$ cat config.mk
export PLATFORM = sky130hd
export DESIGN_NAME = load_store_unit
export DESIGN_NICKNAME = d
export VERILOG_FILES = /design/src/rtl/load_store_unit_pkg.sv /design/src/rtl/lsu_align.sv /design/src/rtl/load_store_unit.sv
export SDC_FILE = /design/constraint.sdc
export NUM_CORES = 1
export LEC_CHECK = 0
export BUFFER_PORTS_ARGS = -buffer_cell sky130_fd_sc_hd__buf_2
export CAP_MARGIN = 25
export CORE_ASPECT_RATIO = 1.5
export CORE_MARGIN = 2
export CORE_UTILIZATION = 54
export DETAILED_ROUTE_END_ITERATION = 6
export HOLD_SLACK_MARGIN = 0.05
export PLACE_DENSITY = 0.87
export SLEW_MARGIN = 20
export SYNTH_ARGS = -nofsm -noshare
export SYNTH_HDL_FRONTEND = slang
export SYNTH_SLANG_ARGS = --single-unit
$ cat constraint.sdc
create_clock -name i_clk -period 4.15 [get_ports i_clk]
set_input_delay 0.83 -clock i_clk [delete_from_list [all_inputs] [get_ports i_clk]]
set_output_delay 0.83 -clock i_clk [all_outputs]
set_load 0.05 [all_outputs]
$ cat src/rtl/load_store_unit_pkg.sv
// Shared encodings for the load/store unit: access sizes, FSM states and the
// alignment rule used by the request error check.
`ifndef DATA_WIDTH
`define DATA_WIDTH 32
`endif

package load_store_unit_pkg;

  localparam logic [1:0] LSU_SIZE_B = 2'b00;
  localparam logic [1:0] LSU_SIZE_H = 2'b01;
  localparam logic [1:0] LSU_SIZE_W = 2'b10;

  typedef enum logic [1:0] {
    LSU_ST_IDLE  = 2'd0,
    LSU_ST_READ  = 2'd1,
    LSU_ST_WRITE = 2'd2,
    LSU_ST_RESP  = 2'd3
  } lsu_state_e;

  // Illegal size, odd half address or non-word-aligned word address.
  function automatic logic lsu_misaligned(input logic [1:0] size, input logic [1:0] lo);
    return (size == 2'b11) ||
           (size == LSU_SIZE_H && lo[0]) ||
           (size == LSU_SIZE_W && lo != 2'b00);
  endfunction

endpackage

$ cat src/rtl/lsu_align.sv
// Lane steering for sub-word accesses: extends a loaded byte/half and builds
// the merged word for read-modify-write stores.
`ifndef DATA_WIDTH
`define DATA_WIDTH 32
`endif

module lsu_align
  import load_store_unit_pkg::*;
(
  input  logic [`DATA_WIDTH-1:0] word,
  input  logic [1:0]             addr_lo,
  input  logic [1:0]             size,
  input  logic                   is_unsigned,
  input  logic [`DATA_WIDTH-1:0] wdata,
  output logic [`DATA_WIDTH-1:0] load_data,
  output logic [`DATA_WIDTH-1:0] merge_data
);

  logic [`DATA_WIDTH-1:0] lane;
  assign lane = word >> {addr_lo, 3'b000};

  always_comb begin
    load_data = word;
    case (size)
      LSU_SIZE_B: load_data = {{(`DATA_WIDTH-8){~is_unsigned & lane[7]}}, lane[7:0]};
      LSU_SIZE_H: load_data = {{(`DATA_WIDTH-16){~is_unsigned & lane[15]}}, lane[15:0]};
      default:    load_data = word;
    endcase
  end

  // Each byte lane either keeps the old memory byte or takes the store byte.
  genvar gi;
  generate
    for (gi = 0; gi < 4; gi++) begin : g_lane
      localparam logic [1:0] LANE = 2'(gi);
      logic       hit;
      logic [7:0] src;

      always_comb begin
        hit = 1'b1;
        src = wdata[8*gi +: 8];
        case (size)
          LSU_SIZE_B: begin
            hit = (addr_lo == LANE);
            src = wdata[7:0];
          end
          LSU_SIZE_H: begin
            hit = (addr_lo[1] == LANE[1]);
            src = LANE[0] ? wdata[15:8] : wdata[7:0];
          end
          default: begin
            hit = 1'b1;
            src = wdata[8*gi +: 8];
          end
        endcase
      end

      assign merge_data[8*gi +: 8] = hit ? src : word[8*gi +: 8];
    end
  endgenerate

endmodule

$ cat src/rtl/load_store_unit.sv
// MEM-stage initiator for data_memory: one request at a time, sub-word loads
// extracted from the read word, sub-word stores done as read-modify-write.
`ifndef DATA_WIDTH
`define DATA_WIDTH 32
`endif

module load_store_unit
  import load_store_unit_pkg::*;
#(
  parameter int MEM_SIZE = 1024,
  parameter int ADDR_W   = $clog2(MEM_SIZE)
) (
  input  logic                   i_clk,
  input  logic                   i_rst,
  input  logic                   i_req_valid,
  output logic                   o_req_ready,
  input  logic                   i_req_we,
  input  logic [1:0]             i_req_size,
  input  logic                   i_req_unsigned,
  input  logic [31:0]            i_req_addr,
  input  logic [`DATA_WIDTH-1:0] i_req_wdata,
  output logic                   o_rsp_valid,
  output logic [`DATA_WIDTH-1:0] o_rsp_rdata,
  output logic                   o_rsp_err,
  output logic                   o_mem_we,
  output logic [ADDR_W-1:0]      o_mem_addr,
  output logic [`DATA_WIDTH-1:0] o_mem_wdata,
  input  logic [`DATA_WIDTH-1:0] i_mem_rdata
);

  lsu_state_e             state_reg, state_next;
  logic [1:0]             size_reg;
  logic [1:0]             lo_reg;
  logic                   uns_reg;
  logic                   we_reg;
  logic                   accept;
  logic                   req_err;
  logic [`DATA_WIDTH-1:0] load_data;
  logic [`DATA_WIDTH-1:0] merge_data;

  assign o_req_ready = (state_reg == LSU_ST_IDLE) && !i_rst;
  assign accept      = i_req_valid && o_req_ready;
  assign req_err     = lsu_misaligned(i_req_size, i_req_addr[1:0]) ||
                       (i_req_addr >= 32'(MEM_SIZE));
  assign o_mem_we    = (state_reg == LSU_ST_WRITE) && !i_rst;
  assign o_rsp_valid = (state_reg == LSU_ST_RESP) && !i_rst;

  always_comb begin
    state_next = state_reg;
    case (state_reg)
      LSU_ST_IDLE: begin
        if (accept) begin
          if (req_err)
            state_next = LSU_ST_RESP;
          else if (i_req_we && i_req_size == LSU_SIZE_W)
            state_next = LSU_ST_WRITE;
          else
            state_next = LSU_ST_READ;
        end
      end
      LSU_ST_READ:  state_next = we_reg ? LSU_ST_WRITE : LSU_ST_RESP;
      LSU_ST_WRITE: state_next = LSU_ST_RESP;
      default:      state_next = LSU_ST_IDLE;
    endcase
  end

  always_ff @(posedge i_clk) begin
    if (i_rst) state_reg <= LSU_ST_IDLE;
    else       state_reg <= state_next;
  end

  // Response registers only change on the edge that enters RESP, so they
  // hold the previous result while the next request is in flight.
  always_ff @(posedge i_clk) begin
    if (i_rst) begin
      size_reg    <= '0;
      lo_reg      <= '0;
      uns_reg     <= 1'b0;
      we_reg      <= 1'b0;
      o_rsp_rdata <= '0;
      o_rsp_err   <= 1'b0;
      o_mem_addr  <= '0;
      o_mem_wdata <= '0;
    end else begin
      case (state_reg)
        LSU_ST_IDLE: begin
          if (accept) begin
            size_reg <= i_req_size;
            lo_reg   <= i_req_addr[1:0];
            uns_reg  <= i_req_unsigned;
            we_reg   <= i_req_we;
            if (req_err) begin
              o_rsp_err   <= 1'b1;
              o_rsp_rdata <= '0;
            end else begin
              o_mem_addr <= {i_req_addr[ADDR_W-1:2], 2'b00};
              if (i_req_we) o_mem_wdata <= i_req_wdata;
            end
          end
        end
        LSU_ST_READ: begin
          if (we_reg) begin
            o_mem_wdata <= merge_data;
          end else begin
            o_rsp_rdata <= load_data;
            o_rsp_err   <= 1'b0;
          end
        end
        LSU_ST_WRITE: begin
          o_rsp_rdata <= '0;
          o_rsp_err   <= 1'b0;
        end
        default: ;
      endcase
    end
  end

  // Store data held in o_mem_wdata during READ is the merge source.
  lsu_align u_align (
    .word        (i_mem_rdata),
    .addr_lo     (lo_reg),
    .size        (size_reg),
    .is_unsigned (uns_reg),
    .wdata       (o_mem_wdata),
    .load_data   (load_data),
    .merge_data  (merge_data)
  );

endmodule

# After elaboration in Yosys (flattened, before gate mapping)

Index checks and enable logic that the tools add are counted.

$add $sub $neg: 0
Multiply operators: 0
Divide/modulo/power cells: 0
Order comparisons: 1
Equal/unequal tests: 20
Shift-type cells: 1
Muxes and demuxes: 30
Bitwise operators: 5
Reduce and logical (&&, ||, !) cells: 25

Operator list:

| kind                                                                 | number |
|---|---|
| 2-to-1 mux 32 bit                                                    | 7 |
| one-hot mux 32 bit (2 select lines)                                  | 2 |
| one-hot mux 32 bit (3 select lines)                                  | 1 |
| 2-to-1 mux 8 bit                                                     | 6 |
| greater-or-equal comparator 32 x 11 -> 1 bit (second input constant) | 1 |
| >> shifter 32 x 5 -> 16 bit                                          | 1 |
| AND reduction 6 bit                                                  | 4 |
| one-hot mux 8 bit (2 select lines)                                   | 1 |
| != test 2 bit (second input constant)                                | 7 |
| == test 2 bit (second input constant)                                | 6 |
| == test 2 x 1 -> 1 bit (second input constant)                       | 4 |
| one-hot mux 1 bit (2 select lines)                                   | 4 |
| logical AND 1 bit                                                    | 7 |
| logical NOT 2 bit                                                    | 3 |
| 2-to-1 mux 2 bit                                                     | 3 |
| != test 3 bit (second input constant)                                | 2 |
| one-hot mux 2 bit (3 select lines)                                   | 1 |
| 2-to-1 mux 1 bit                                                     | 4 |
| != test 4 bit (second input constant)                                | 1 |
| AND reduction 4 bit                                                  | 1 |
| nonzero test 2 bit                                                   | 2 |
| logical OR 1 bit                                                     | 3 |
| NOT 1 bit                                                            | 3 |
| one-hot mux 1 bit (3 select lines)                                   | 1 |
| 6 further kinds                                                      | 7 |

Flip-flop bits (word level): 81
Bits in latches: 0
Bits in writable memories: 0
Bits in read-only memories: 0
Output and inout port bits: 78
Word-level logic and storage cells: 94
Memories kept: 0

# Logic depth before layout (Yosys ltp)

Gate-level depths: netlist of the first run.

Depth after elaboration: 8
Gate-level depth with buffers: 8
Mapped depth without buffers: 7

# Cells and area by module

A second synthesis of the first run with hierarchy kept.

Cells, all modules: 649
Area total of the unflattened synthesis: 5395.2 um^2

By module, submodules not included:

| module          | instances | cells an instance | area each (um^2) | sequential area each (um^2) |
|---|---|---|---|---|
| load_store_unit | 1         | 399               | 3881.2           | 1621.6 |
| lsu_align       | 1         | 250               | 1514.0           | 0.0 |

# Least setup slack after synthesis of the first run

Ideal clock, no wire load.

Kind: input -> output
From: in i_rst
To: out o_mem_we
Arrival: 1807 ps
Setup slack: 1513 ps
Cell stages on the path: 3
Cells stage by stage: buf_6 > clkbuf_1 > nor2b_1

Word-level cells in the longest chain between the ends: 2

Ends and longest elaborated chain:

| item              | line                  | text |
|---|---|---|
| from (decl)       | load_store_unit.sv:14 | `input logic i_rst,` |
| logical NOT 1 bit | load_store_unit.sv:45 | `assign o_mem_we = (state_reg == LSU_ST_WRITE) && !i_rst;` |
| logical AND 1 bit | load_store_unit.sv:45 |  |
| to (decl)         | load_store_unit.sv:25 | `output logic o_mem_we,` |

No other way between the ends.

# Worst setup path in the final report of the first run

From: reg state_reg[0]
To: reg o_mem_wdata[19]

Word-level cells in the longest chain between the ends: 5
Elaborated cells on any way between the ends: 12
Those cells by class: eq/ne (6); mux (1); reduce/logical (5)

Ends and longest elaborated chain:

| item                                 | line                                         | text |
|---|---|---|
| from (decl)                          | load_store_unit.sv:31                        | `lsu_state_e state_reg, state_next;` |
| from (signal assigned)               | load_store_unit.sv:69                        | `else state_reg <= state_next;` |
| logical NOT 2 bit                    | load_store_unit.sv:41, load_store_unit.sv:85 |  |
| logical AND 1 bit                    | load_store_unit.sv:41                        | `assign o_req_ready = (state_reg == LSU_ST_IDLE) && !i_rst;` |
| logical AND 1 bit                    | load_store_unit.sv:42                        | `assign accept = i_req_valid && o_req_ready;` |
| != test 2 bit (no source line)       | n/a                                          |  |
| AND reduction 6 bit (no source line) | n/a                                          |  |
| to (signal assigned)                 | load_store_unit.sv:97                        | `if (i_req_we) o_mem_wdata <= i_req_wdata;` |
| to (signal assigned)                 | load_store_unit.sv:103                       | `o_mem_wdata <= merge_data;` |
| to (decl)                            | load_store_unit.sv:27                        | `` output logic [`DATA_WIDTH-1:0] o_mem_wdata, `` |

Parallel ways exist; a longest one is shown, timed or not.
A chain may end at the register's enable or synchronous reset.

==> summary.md, run 1 <==
| Metric | Value |
|---|---|
| Reg2reg end | o_mem_wdata[19] |
| I/O Buffers | between 150 and 200 |
| Clock skew | between 7 and 8 ps |
| Root Buffer | clkbuf_16 |
| Area Overhead vs Synth | 24.51% |
| Post-CTS Setup Repair Bufs | 0 |
| Worst path top cell family by delay | simple AND/OR/NAND/NOR gates |
| GPL Wtd Cong | around 0.94 |
| Final Max Slew Viols | 0 |
| GRT Overall Usage | 0.3312 |
| Min Hold Slack | 462.0 ps |
| Post-synth EDFFs | 0 |
| Synth Area in XOR/XNOR | 0 |
| Std cell rows | 42 |
| Worst EP arrival | 2960 ps |
| Worst r2r path cells | 7 |
| Cts hold-fix bufs | 0 |
| Hold depth | 1 |
| Largest net degree at the start of global routing | 56 |
| Initial DRT Pass Iterations | 6 |
| FF/Latch Area | ~1600 um^2 |
| Maximum VDD drop | slightly above 0.4 mV |
| Die area | 9712 um^2 |
| HP Class | flip-flop to flip-flop |
| Clk sinks | just over 80 |
| Largest regs | o_mem_wdata: 32 flops, o_rsp_rdata: 32 flops, o_mem_addr: 8 flops |
| Worst-Margin Slew | about 1000 ps |
| # resized after CTS | 0 |
| Post-route cell area | approximately 6000 um^2 |
| Simple-gate share of the synthesized area | 0.2274 |
| Total power | 3.099 mW |
| Asr flop ratio synth | 0 |
| Vias/cell | around 6 |
| Core ar. | between 8000 and 9000 um^2 |
| Post-synthesis adder-cell area fraction | 0.01298 |
| # IOs | around 180 |
| Worst slew margin | 0.3195 |
| Mux contribution to synthesized area | 0.08204 |
| Starting density of the core | 0.5492 |
| TritonCTS clock tree | done |
| Synth cell types | 63 |
| Lkg Pwr | ~2.6 nW |
| Reg-to-reg setup timing slack | ~1400 ps |
| Clock Pin Slew Worst Setup and Hold Paths | around 60 ps |
| Nets | about 830 |
| #FFs+latches synth | 81 |
| Number of global-route vias before repair | ~5,000 |
| RSZ-0062 raised after global routing | false |
| Reg-to-Reg Start | state_reg[0] |
| Pwr dens | slightly above 500 nW/um^2 |
| First-pass GRT wire length | between 20 and 25 mm |
| Grt ovf | 0 |
| Combinational family with the most area after synthesis | compound AO/OA/AOI/OAI gates |
| Main synth FF type | dfxtp_1 |
| Largest fanout on the critical path | 15 |
| Die height | 119.7 um |
| Post-Syn Area | 4820 um^2 |
| Initial antenna violation count | 0 |
| Min cycle time layout | approximately 2800 ps |
| Slowest stage delay, CP | 590 ps |
| Hold_sp | o_rsp_rdata[11] |
| Worst-skew pair later-pin latency | between 300 and 400 ps |
| H-tree depth | 3 |
| Vias | ~5,100 |
| Residual DRC | 0 |
| Fillers | about 700 |
| CP bufs+invs | 1 |
| Worst setup EP type | flip-flop |
| Status | finished clean |
| Seq/Total Area, Yosys | 0.3364 |
| Synth Area per Inst | roughly 8.5 um^2 |
| Hold EP | o_rsp_rdata[11] |
| Fin Setup TNS | 0 ps |
| CTS max path bufs | 2 |
| Post-place instance area | 5697 um^2 |
| Number of setup violations in the final report | 0 |
| Worst setup path start | state_reg[0] |
| Fmax | 361.4 MHz |
| Final Hold Vio Count | 0 |
| Total wire length | about 16 mm |
| Layout cell share with drive strength beyond 1 | 0.3191 |
| CP required | about 4300 ps |
| Setup crit start kind | flip-flop |
| Yosys warning count | 0 |
| WS Path Type | flip-flop to flip-flop |
| Ant. Diodes | 0 |
| Max_cap viols | 0 |
| Gate Count Post-Synth | 566 |
| Final antenna-violating net count | 0 |
| Compound-Gate Fraction of Synth Area | 0.2858 |
| CP Cell Sequence | inv_1, ha_1, nand2_1, a211oi_1, nand4_1, nand4_1, o21ai_0 |
| Die extent in x | 81.14 um |
| Inserted Clock Buffers | 9 |
| Slowest cell on the critical path | nand4_1 |
| Post-DP HPWL | 12.08 mm |
| CP most frequent cell | nand4_1 |
| DR WL/cell | roughly 19 um |
| First DRT Iteration DRCs | 493 |
| Area of the multi-input gates | 2942 um^2 |
| Tcrit/Tclk final | 0.6668 |
-- cell usage in the layout (no fill, tap or decap), types with 9 or more instances in the layout --
master / synthesis / final
nor2b_1: 12 / 12
a21oi_1: 50 / 50
o211ai_1: 19 / 19
mux2i_1: 35 / 35
clkbuf_16: 0 / 9
o21ai_0: 25 / 25
buf_2: 3 / 178
nand2b_1: 21 / 21
dfxtp_1: 81 / 81
nand2_1: 25 / 25
nor2_1: 51 / 51
inv_1: 9 / 9
nand3_1: 43 / 43
buf_4: 6 / 10
o2bb2ai_1: 9 / 9
a22o_1: 16 / 16
-- logic make-up (layout without fill, tap and decap cells) --
logic type / Yosys count / after routing
adders and majority gates: 5 / 5
and+or+nand+nor: 192 / 192
AOI/OAI and AO/OA: 192 / 192
muxes: 38 / 38
other: 1 / 2
DFF: 81 / 81
buffers and inverters: 57 / 214
-- Yosys cell counts (3+ instances only) --
cell / instances / area [um^2]
dfxtp_1: 81 / 1622
mux2i_1: 35 / 350.3
a211o_1: 8 / 70.07
o221ai_1: 7 / 61.31
o21ai_0: 25 / 125.1
a221oi_1: 4 / 35.03
nand4_1: 5 / 31.28
a21o_1: 8 / 60.06
buf_2: 3 / 15.01
a22oi_1: 6 / 45.04
nor4_4: 5 / 106.4
a31oi_1: 8 / 50.05
a32o_1: 3 / 30.03
nor2_1: 51 / 191.4
o21ai_1: 5 / 25.02
nand2_1: 25 / 93.84
buf_6: 3 / 33.78
nand3_1: 43 / 215.2
nor2b_1: 12 / 75.07
a22o_1: 16 / 140.1
nand3b_1: 7 / 52.55
buf_1: 4 / 15.01
nand4b_1: 8 / 70.07
a21oi_1: 50 / 250.2
o211ai_1: 19 / 142.6
buf_4: 6 / 45.04
nand2b_1: 21 / 131.4
clkbuf_1: 31 / 116.4
nor3_1: 4 / 20.02
inv_1: 9 / 33.78
ha_1: 5 / 62.56
o2bb2ai_1: 9 / 78.83
-- worst max-delay path by stage --
stage	cells past startpoint	slack, ps	endpoint
global placement	7	1250	o_rsp_rdata[22]
detailed placement	7	1120	o_rsp_rdata[25]
global route	7	1200	o_rsp_rdata[21]
finish	7	1380	o_mem_wdata[19]
CTS	7	1460	o_mem_wdata[19]
floorplan	3	1510	o_mem_we
-- stage by stage --
step                  util  cells  worst slack, ps
floorplan                -    567             1513
global placement    0.6491    817             1252
detailed placement  0.6491    817             1123
CTS                 0.6829    833             1456
global route        0.6838    834             1195
finish              0.6838    834             1383
-- report_power, final --
part	internal, mW	switching, mW
combinational	0.404	0.908
clock	0.478	0.323
sequential	0.871	0.115
-- routing by layer --
layer / vias to the layer above / global-route usage / wire [um]
li1: 2425 / - / -
met1: 2370 / 0.3890 / 5883
met2: 295 / 0.5599 / 7981
met3: 52 / 0.06316 / 1347
met4: 0 / 0.1706 / 736
met5: - / 0 / 0
-- area by class of cell --
cell class	count	share of cell area
Inverter	10	0.006255
Clock inverter	6	0.009591
Clock buffer	10	0.03982
Tap cell	110	0.02294
Multi-Input combinational cell	429	0.4902
Sequential cell	81	0.2702
Timing Repair Buffer	188	0.1610
Note: power is estimated with default switching activity, not from simulation.
==> run 2, diff against run 1 <==
--- a/config.mk
+++ b/config.mk
@@ -5,14 +5,15 @@
 export SDC_FILE = /design/constraint.sdc
 export NUM_CORES = 1
 export LEC_CHECK = 0
+export ABC_AREA = 1
 export BUFFER_PORTS_ARGS = -buffer_cell sky130_fd_sc_hd__buf_2
 export CAP_MARGIN = 25
 export CORE_ASPECT_RATIO = 1.5
 export CORE_MARGIN = 2
-export CORE_UTILIZATION = 54
+export CORE_UTILIZATION = 50
 export DETAILED_ROUTE_END_ITERATION = 6
 export HOLD_SLACK_MARGIN = 0.05
-export PLACE_DENSITY = 0.87
+export PLACE_DENSITY = 0.81
 export SLEW_MARGIN = 20
 export SYNTH_ARGS = -nofsm -noshare
 export SYNTH_HDL_FRONTEND = slang
==> constraint.sdc (replaced) <==
create_clock -name i_clk -period 2.8 [get_ports i_clk]
set_input_delay 0.56 -clock i_clk [delete_from_list [all_inputs] [get_ports i_clk]]
set_output_delay 0.56 -clock i_clk [all_outputs]
set_load 0.05 [all_outputs]
==> run 2 against run 1 <==
Clock skew decreased by 1.8 ps. Hold slack got worse by 28 ps. First-iteration DRC count fell by 3.4%. Synthesized cell count up 49%. Non-clock buffer count shrank 2. Critical path type unchanged. Critical endpoint is now o_rsp_rdata[26].
==> summary.md, run 2 <==
| Metric | Value |
|---|---|
| Fillers | 950 (+34%) |
| Setup crit start kind | flip-flop |
| Final WS setup | 398.7 ps (-984.0 ps) |
| CP required | 3090 ps (-1250 ps) |
| Yosys warning count | 0 (unchanged) |
| Min cycle time layout | 2401 ps (-366.0 ps) |
| Seq/Total Area, Yosys | 0.3258 (-0.01066) |
| Vias | 5,700 (+11%) |
| Post-synth top area cell | dfxtp_1 |
| Initial DRT Pass Iterations | 5 (-1) |
| Commonest non-fill, non-tap cell in the layout | nand2_1 |
| Die area | 10,790 um^2 (+11%) |
| GPL Wtd Cong | 1.007 (+7.1%) |
| Die extent in x | 85.47 um (+5.3%) |
| Fmax | 416.4 MHz (+15%) |
| Reg-to-Reg Start | state_reg[0] |
| CTS max path bufs | 2 (unchanged) |
| First DRT Iteration DRCs | 476 (-3.4%) |
| Final Hold Vio Count | 0 (unchanged) |
| Reg-to-reg setup timing slack | 400 ps (-980 ps) |
| Clock skew | 5.447 ps (-1.794 ps) |
| Slowest stage delay, CP | 490 ps (-100 ps) |
| CP bufs+invs | 2 (+1) |
| Nets | 1,103 (+33%) |
| Initial antenna violation count | 1 (+1) |
| #FFs+latches synth | 81 (unchanged) |
| Final antenna-violating net count | 0 (unchanged) |
| TritonCTS clock tree | done |
| Largest fanout on the critical path | 19 (+4) |
| Asr flop ratio synth | 0 (unchanged) |
| Hold_sp | i_req_addr[9] |
| Place WS | 441.0 ps (-681.6 ps) |
| Root Buffer | clkbuf_16 |
| Residual DRC | 0 (unchanged) |
| DR WL/cell | 13.80 um (-28%) |
| Placed Cells | 1,099 (+35%) |
| Cts hold-fix bufs | 0 (unchanged) |
| Number of setup violations in the final report | 0 (unchanged) |
| RSZ-0062 raised after global routing | false |
| Reg2reg end | o_rsp_rdata[26] |
| Inserted Clock Buffers | 9 (unchanged) |
| First-pass GRT wire length | 23.89 mm (-4.0%) |
| Largest regs | o_mem_wdata: 32 flops, o_rsp_rdata: 32 flops, o_mem_addr: 8 flops |
| Synth Area per Inst | 5.911 um^2 (-31%) |
| Worst-skew pair later-pin latency | 340 ps (about the same) |
| Sw power | 2.741 mW (+100%) |
| Layout cell share with drive strength beyond 1 | 0.2290 (-0.09006) |
| Fin Setup TNS | 0 ps (unchanged) |
| Maximum VDD drop | 0.5865 mV (+43%) |
| Vias/cell | 5.108 (-17%) |
| Hold EP | o_mem_addr[9] |
| Worst path top cell family by delay | simple AND/OR/NAND/NOR gates |
| Worst EP arrival | 2690 ps (-270 ps) |
| Status | finished clean |
| Pwr dens | 914.4 nW/um^2 (+77%) |
| Worst slew margin | 0.6178 (+0.2983) |
| Clk sinks | 81 (unchanged) |
| Post-synth top area share | 0.3258 (-0.01066) |
| WS Path Type | flip-flop to flip-flop |
| H-tree depth | 3 (unchanged) |
| Clock Pin Slew Worst Setup and Hold Paths | 60 ps (about the same) |
| Total length of routed met2 wires | 7.398 mm (-7.3%) |
| Grt ovf | 0 (unchanged) |
| Max_cap viols | 0 (unchanged) |
| I/O Buffers | 178 (unchanged) |
| Starting density of the core | 0.5137 (-0.03550) |
| Met3 WL post-DR | 1.122 mm (-17%) |
| CP Cell Sequence | inv_1, ha_1, nand3_4, inv_2, nor2_2, nor2_4, nand3_1, nor2_1, nor2_1, nor2_1 |
| # resized after CTS | 0 (unchanged) |
| Slowest cell on the critical path | nand3_1 |
| CP most frequent cell | nor2_1 |
| Std cell rows | 44 (+4.8%) |
| Lkg Pwr | 3.333 nW (+28%) |
| Post-DP HPWL | 11.53 mm (-4.5%) |
| Clk network pwr share | 0.230 (-0.028) |
| Core ar. | 9689 um^2 (+10%) |
| # IOs | 181 (unchanged) |
| HP Class | primary input to flip-flop |
| Leading cell types by total area after synthesis | dfxtp_1 33%, nand2_1 20%, nor2_1 13% |
| Post-CTS Setup Repair Bufs | 0 (unchanged) |
| Combinational Power Share | 0.509 (+0.086) |
| Top Metal Used | met4 |
| Largest net degree at the start of global routing | 47 (-16%) |
| Register share of total power | 0.261 (-0.057) |
| Top-count cell post-synth | nand2_1 |
| Hold depth | 3 (+2) |
| Commonest non-fill, non-tap cells in the layout | 262 x nand2_1, 178 x buf_2, 173 x nor2_1 |
| Post-route insts no fill | 1,116 (+34%) |
| Main synth FF type | dfxtp_1 |
| Worst-Margin Slew | 571.7 ps (-447.7 ps) |
| Total wire length | 15.40 mm (-3.4%) |
| Number of global-route vias before repair | 4,847 (-2.9%) |
| Worst setup EP type | flip-flop |
| Gate Count Post-Synth | 842 (+49%) |
| Worst r2r path cells | 10 (+3) |
| GRT Overall Usage | 0.2781 (-0.05308) |
| Synth cell types | 28 (-56%) |
| Area Overhead vs Synth | 24.64% |
| Final Max Slew Viols | 0 (unchanged) |
| Switching Share | 0.4833 (+0.04873) |
| Post-synth EDFFs | 0 (unchanged) |
| M1 WL | 6.230 mm (+5.9%) |
| Internal | 2.931 mW (+67%) |
| Tcrit/Tclk final | 0.8576 (+0.1908) |
| Post-synth top cells | 262 x nand2_1, 173 x nor2_1, 81 x dfxtp_1, 71 x a21oi_1, 67 x inv_1 |
| Die height | 126.2 um (+5.4%) |
| Post-Syn Area | 4977 um^2 (+3.3%) |
## run 2: cell types whose count changed in the layout (fill, tap and decap cells not counted), sizes merged, moves of 12 or more
cell | before | now
nand3 | 43 | 27
o21ai | 32 | 57
a21boi | 0 | 16
nor2b | 12 | 0
nand2b | 21 | 0
nand2 | 25 | 263
a22o | 16 | 0
a21oi | 52 | 71
inv | 10 | 76
nor2 | 51 | 178
mux2i | 35 | 0
## run 2: layout make-up
class                           instances  area [um^2]  share of cell area
Antenna cell                            1        2.502           0.0004034
Multi-Input combinational cell        641         2869              0.4625
Clock inverter                          5        77.57             0.01251
Clock buffer                           11        252.7             0.04074
Tap cell                              115        143.9             0.02319
Timing Repair Buffer                  186        950.9              0.1533
Sequential cell                        81         1622              0.2614
Inverter                               76        285.3             0.04599
## run 2: tightest hold or removal path, cell delays in order
cell and delay, ps:
buf_2 70, nor2_1 30, nor2_1 80
## run 2: logic make-up after synthesis
group                      count (synthesis)  share of synthesized area
AOI/OAI and AO/OA                        157                     0.1724
DFF                                       81                     0.3258
and+or+nand+nor                          477                     0.3899
other                                      1                  0.0007534
adders and majority gates                  5                    0.01257
buffers and inverters                    121                    0.09854
## run 2: how the worst max path moves through the flow
stage              startpoint  depth (start not counted)               to  slack [ps]
2_1_floorplan           i_rst                          3         o_mem_we         620
3_3_place_gp   i_req_addr[25]                         11  o_rsp_rdata[25]         460
3_5_place_dp   i_req_addr[25]                         11  o_rsp_rdata[11]         440
4_1_cts          state_reg[0]                         10  o_rsp_rdata[25]         400
5_1_grt          state_reg[0]                         10  o_rsp_rdata[12]         150
6_report         state_reg[0]                         10  o_rsp_rdata[26]         400
## run 2: layer usage
metal | vias up | track usage
met5 | - | 0
met4 | 0 | 0.1559
met3 | 41 | 0.04063
met2 | 247 | 0.4559
met1 | 2475 | 0.3450
li1 | 2937 | -
## run 2: power groups by stage
stage	Clock [mW]	Sequential (mW)	Combinational, mW
after floorplan	0	2.05	1.67
after global placement	0	1.50	2.83
after detailed placement	0	1.50	2.85
after CTS	1.31	1.48	2.87
after global routing	1.35	1.51	3.16
final	1.30	1.48	2.89
## run 2: stage by stage
stage / utilization / hold WS, ps / cell area, um^2 / total power [mW]
2_1_floorplan: - / 445.1 / 4981 / 3.727
3_3_place_gp: 0.6059 / 452.9 / 5871 / 4.326
3_5_place_dp: 0.6059 / 454.1 / 5871 / 4.349
4_1_cts: 0.6400 / 436.5 / 6201 / 5.659
5_1_grt: 0.6402 / 452.6 / 6203 / 6.019
6_report: 0.6402 / 433.8 / 6203 / 5.672
==> run 3, diff against run 2 <==
--- a/config.mk
+++ b/config.mk
@@ -10,10 +10,11 @@
 export CAP_MARGIN = 25
 export CORE_ASPECT_RATIO = 1.5
 export CORE_MARGIN = 2
-export CORE_UTILIZATION = 50
+export CORE_UTILIZATION = 46
+export CTS_CLUSTER_SIZE = 8
 export DETAILED_ROUTE_END_ITERATION = 6
 export HOLD_SLACK_MARGIN = 0.05
-export PLACE_DENSITY = 0.81
+export PLACE_DENSITY = 0.78
 export SLEW_MARGIN = 20
 export SYNTH_ARGS = -nofsm -noshare
 export SYNTH_HDL_FRONTEND = slang
==> constraint.sdc (replaced) <==
create_clock -name i_clk -period 1.9 [get_ports i_clk]
set_input_delay 0.38 -clock i_clk [delete_from_list [all_inputs] [get_ports i_clk]]
set_output_delay 0.38 -clock i_clk [all_outputs]
set_load 0.05 [all_outputs]
==> run 3 against run 2 <==
Global-route usage shrank 0.87 points. Hold slack worse by 170 ps. Clock skew rose by 3.1 ps. Register-to-register slack worse by 300 ps. Wire length up 3.7%. Clock power increased by 23%. First-iteration DRC count down 20%. Non-clock buffer count is 17 higher. Sequential share of layout area decreased by 0.71 points.
==> summary.md, run 3 (same netlist as run 2, synthesis figures left out) <==
| Metric | Value |
|---|---|
| CTS max path bufs | 2 (unchanged) |
| First-pass GRT wire length | 24.94 mm (+4.4%) |
| Final Max Slew Viols | 0 (unchanged) |
| FF/Latch Area | 1623 um^2 (about the same) |
| Hold depth | 3 (unchanged) |
| Initial antenna violation count | 1 (unchanged) |
| Clk sinks | 81 (unchanged) |
| Vias | 5,805 (+1.8%) |
| Clk network pwr share | 0.191 (-0.039) |
| Internal | 4.345 mW (+48%) |
| Status | finished clean |
| Combinational Power Share | 0.552 (+0.043) |
| Die extent in x | 88.93 um (+4.1%) |
| H-tree depth | 3 (unchanged) |
| Reg-to-reg setup timing slack | 100 ps (-300 ps) |
| Hold EP | o_mem_addr[6] |
| Sw power | 4.059 mW (+48%) |
| Total wire length | 15.98 mm (+3.7%) |
| Reg-to-Reg Start | state_reg[0] |
| GRT Overall Usage | 0.2694 (-0.008730) |
| Area Overhead vs Synth | 28.21% |
| Commonest non-fill, non-tap cell in the layout | nand2_1 |
| Number of setup violations in the final report | 0 (unchanged) |
| Maximum VDD drop | 0.6217 mV (+6.0%) |
| Fmax | ~540 MHz |
| Hold_sp | i_req_addr[6] |
| Clock skew | 8.588 ps (+3.141 ps) |
| Fin Setup TNS | 0 ps (unchanged) |
| Switching Share | 0.4830 (about the same) |
| Fillers | 1,071 (+13%) |
| Post-route insts no fill | 1,160 (+3.9%) |
| Number of global-route vias before repair | 5,146 (+6.2%) |
| Nets | 1,120 (+1.5%) |
| Worst r2r path cells | 12 (+2) |
| Lkg Pwr | 3.408 nW (+2.2%) |
| Std cell rows | 46 (+4.5%) |
| Worst path top cell family by delay | buffers and inverters |
| HP Class | primary input to flip-flop |
| Area of the multi-input gates | 2892 um^2 (+0.78%) |
| Min cycle time layout | around 1800 ps |
| Post-CTS Setup Repair Bufs | 0 (unchanged) |
| I/O Buffers | 178 (unchanged) |
| Worst EP arrival | 1470 ps (-1220 ps) |
| Grt ovf | 0 (unchanged) |
| CP bufs+invs | 4 (+2) |
| First DRT Iteration DRCs | 381 (-20%) |
| DR WL/cell | 13.77 um (-0.23%) |
| Commonest non-fill, non-tap cells in the layout | 262 x nand2_1, 177 x buf_2, 173 x nor2_1 |
| Worst setup EP type | output pin |
| Placed Cells | 1,145 (+4.2%) |
| Reg2reg end | o_mem_wdata[6] |
| Worst setup path start | state_reg[0] |
| WS Path Type | flip-flop to output pin |
| Register share of total power | 0.257 (-0.004) |
| Die height | 131.4 um (+4.1%) |
| Initial DRT Pass Iterations | 6 (+1) |
| Largest regs | o_mem_wdata: 32 flops, o_rsp_rdata: 32 flops, o_mem_addr: 8 flops |
| Die area | 11,690 um^2 (+8.3%) |
| Slowest stage delay, CP | 340 ps (-150 ps) |
| Root Buffer | clkbuf_16 |
| Setup crit start kind | flip-flop |
| GPL Wtd Cong | 0.9951 (-1.2%) |
| Vias/cell | 5.004 (-2.0%) |
| CP Cell Sequence | inv_1, ha_4, buf_4, inv_1, nor2_1, buf_6 |
| Starting density of the core | 0.4726 (-0.04113) |
| Residual DRC | 0 (unchanged) |
| Largest net degree at the start of global routing | 63 (+34%) |
| Pwr dens | 1317 nW/um^2 (+44%) |
| Core ar. | 10,530 um^2 (+8.7%) |
| # IOs | 181 (unchanged) |
| Largest fanout on the critical path | 5 (-14) |
| Clock Pin Slew Worst Setup and Hold Paths | 60 ps (about the same) |
| Worst-skew pair later-pin latency | 340 ps (about the same) |
| Final Hold Vio Count | 0 (unchanged) |
| Inserted Clock Buffers | 9 (unchanged) |
| Max_cap viols | 0 (unchanged) |
| Tcrit/Tclk final | 0.9731 |
| TritonCTS clock tree | done |
| CP most frequent cell | inv_1 |
| CP required | 1520 ps (-1570 ps) |
| Post-DP HPWL | 11.99 mm (+4.0%) |
| Slowest cell on the critical path | dfxtp_2 |
| Layout cell share with drive strength beyond 1 | 0.2404 (+0.01139) |
| Final antenna-violating net count | 0 (unchanged) |
-- run 3: changes by cell type in the layout (fill, tap and decap cells not counted), sizes merged --
| cell | previous run | this run |
|---|---|---|
| buf | 186 | 203 |
| clkinv | 2 | 0 |
| clkinvlp | 1 | 0 |
| bufinv | 2 | 0 |
| clkbuf | 11 | 14 |
-- run 3: per-layer routing --
metal / GRT usage / up-vias / share of wire
met5: 0 / - / 0
met4: 0.1161 / 0 / 0.037
met3: 0.04334 / 40 / 0.069
met2: 0.4440 / 247 / 0.49
met1: 0.3399 / 2550 / 0.40
li1: - / 2968 / -
-- run 3: layout make-up --
type | count | area share
Inverter | 76 | 0.04471
Multi-Input combinational cell | 641 | 0.4531
Clock buffer | 14 | 0.04137
Antenna cell | 1 | 0.0003922
Sequential cell | 81 | 0.2543
Tap cell | 144 | 0.02824
Timing Repair Buffer | 203 | 0.1778
-- run 3: power groups by stage --
stage | clock network (mW) | logic [mW] | registers [mW]
final | 1.60 | 4.64 | 2.16
after global routing | 1.70 | 5.07 | 2.19
after CTS | 1.63 | 4.57 | 2.16
after detailed placement | 0 | 4.54 | 2.19
after global placement | 0 | 4.50 | 2.19
after floorplan | 0 | 2.47 | 3.03
-- run 3: timing repair --
| action | 4_1_cts | 5_1_grt |
|---|---|---|
| endpoints found under the setup margin | 1 | 9 |
| hold buffers | 0 | 0 |
| resized for setup | 2 | 5 |
-- run 3: metrics by stage --
step / instance area (um^2) / power [mW] / utilization / hold WS (ps) / worst slack [ps]
detailed placement: 6085 / 6.728 / 0.5777 / 452.2 / 4.880
CTS: 6354 / 8.354 / 0.6032 / 260.7 / 1.041
global placement: 6085 / 6.691 / 0.5777 / 449.0 / 63.99
floorplan: 4981 / 5.493 / - / 445.1 / 76.21
global route: 6381 / 8.969 / 0.6058 / 269.7 / -18.30
finish: 6381 / 8.404 / 0.6058 / 265.7 / 51.09
-- run 3: tightest hold or removal path, stage by stage --
cell and delay (ps):
buf_2 70, nor2_1 30, nor2_1 80
-- run 3: worst max path at each step --
stage	slack, ps	depth (start not counted)	endpoint
2_1_floorplan	80	3	o_mem_we
3_3_place_gp	60	11	o_mem_wdata[0]
3_5_place_dp	5	12	o_mem_wdata[0]
4_1_cts	1	6	o_req_ready
5_1_grt	-20	12	o_mem_wdata[5]
6_report	50	6	o_req_ready
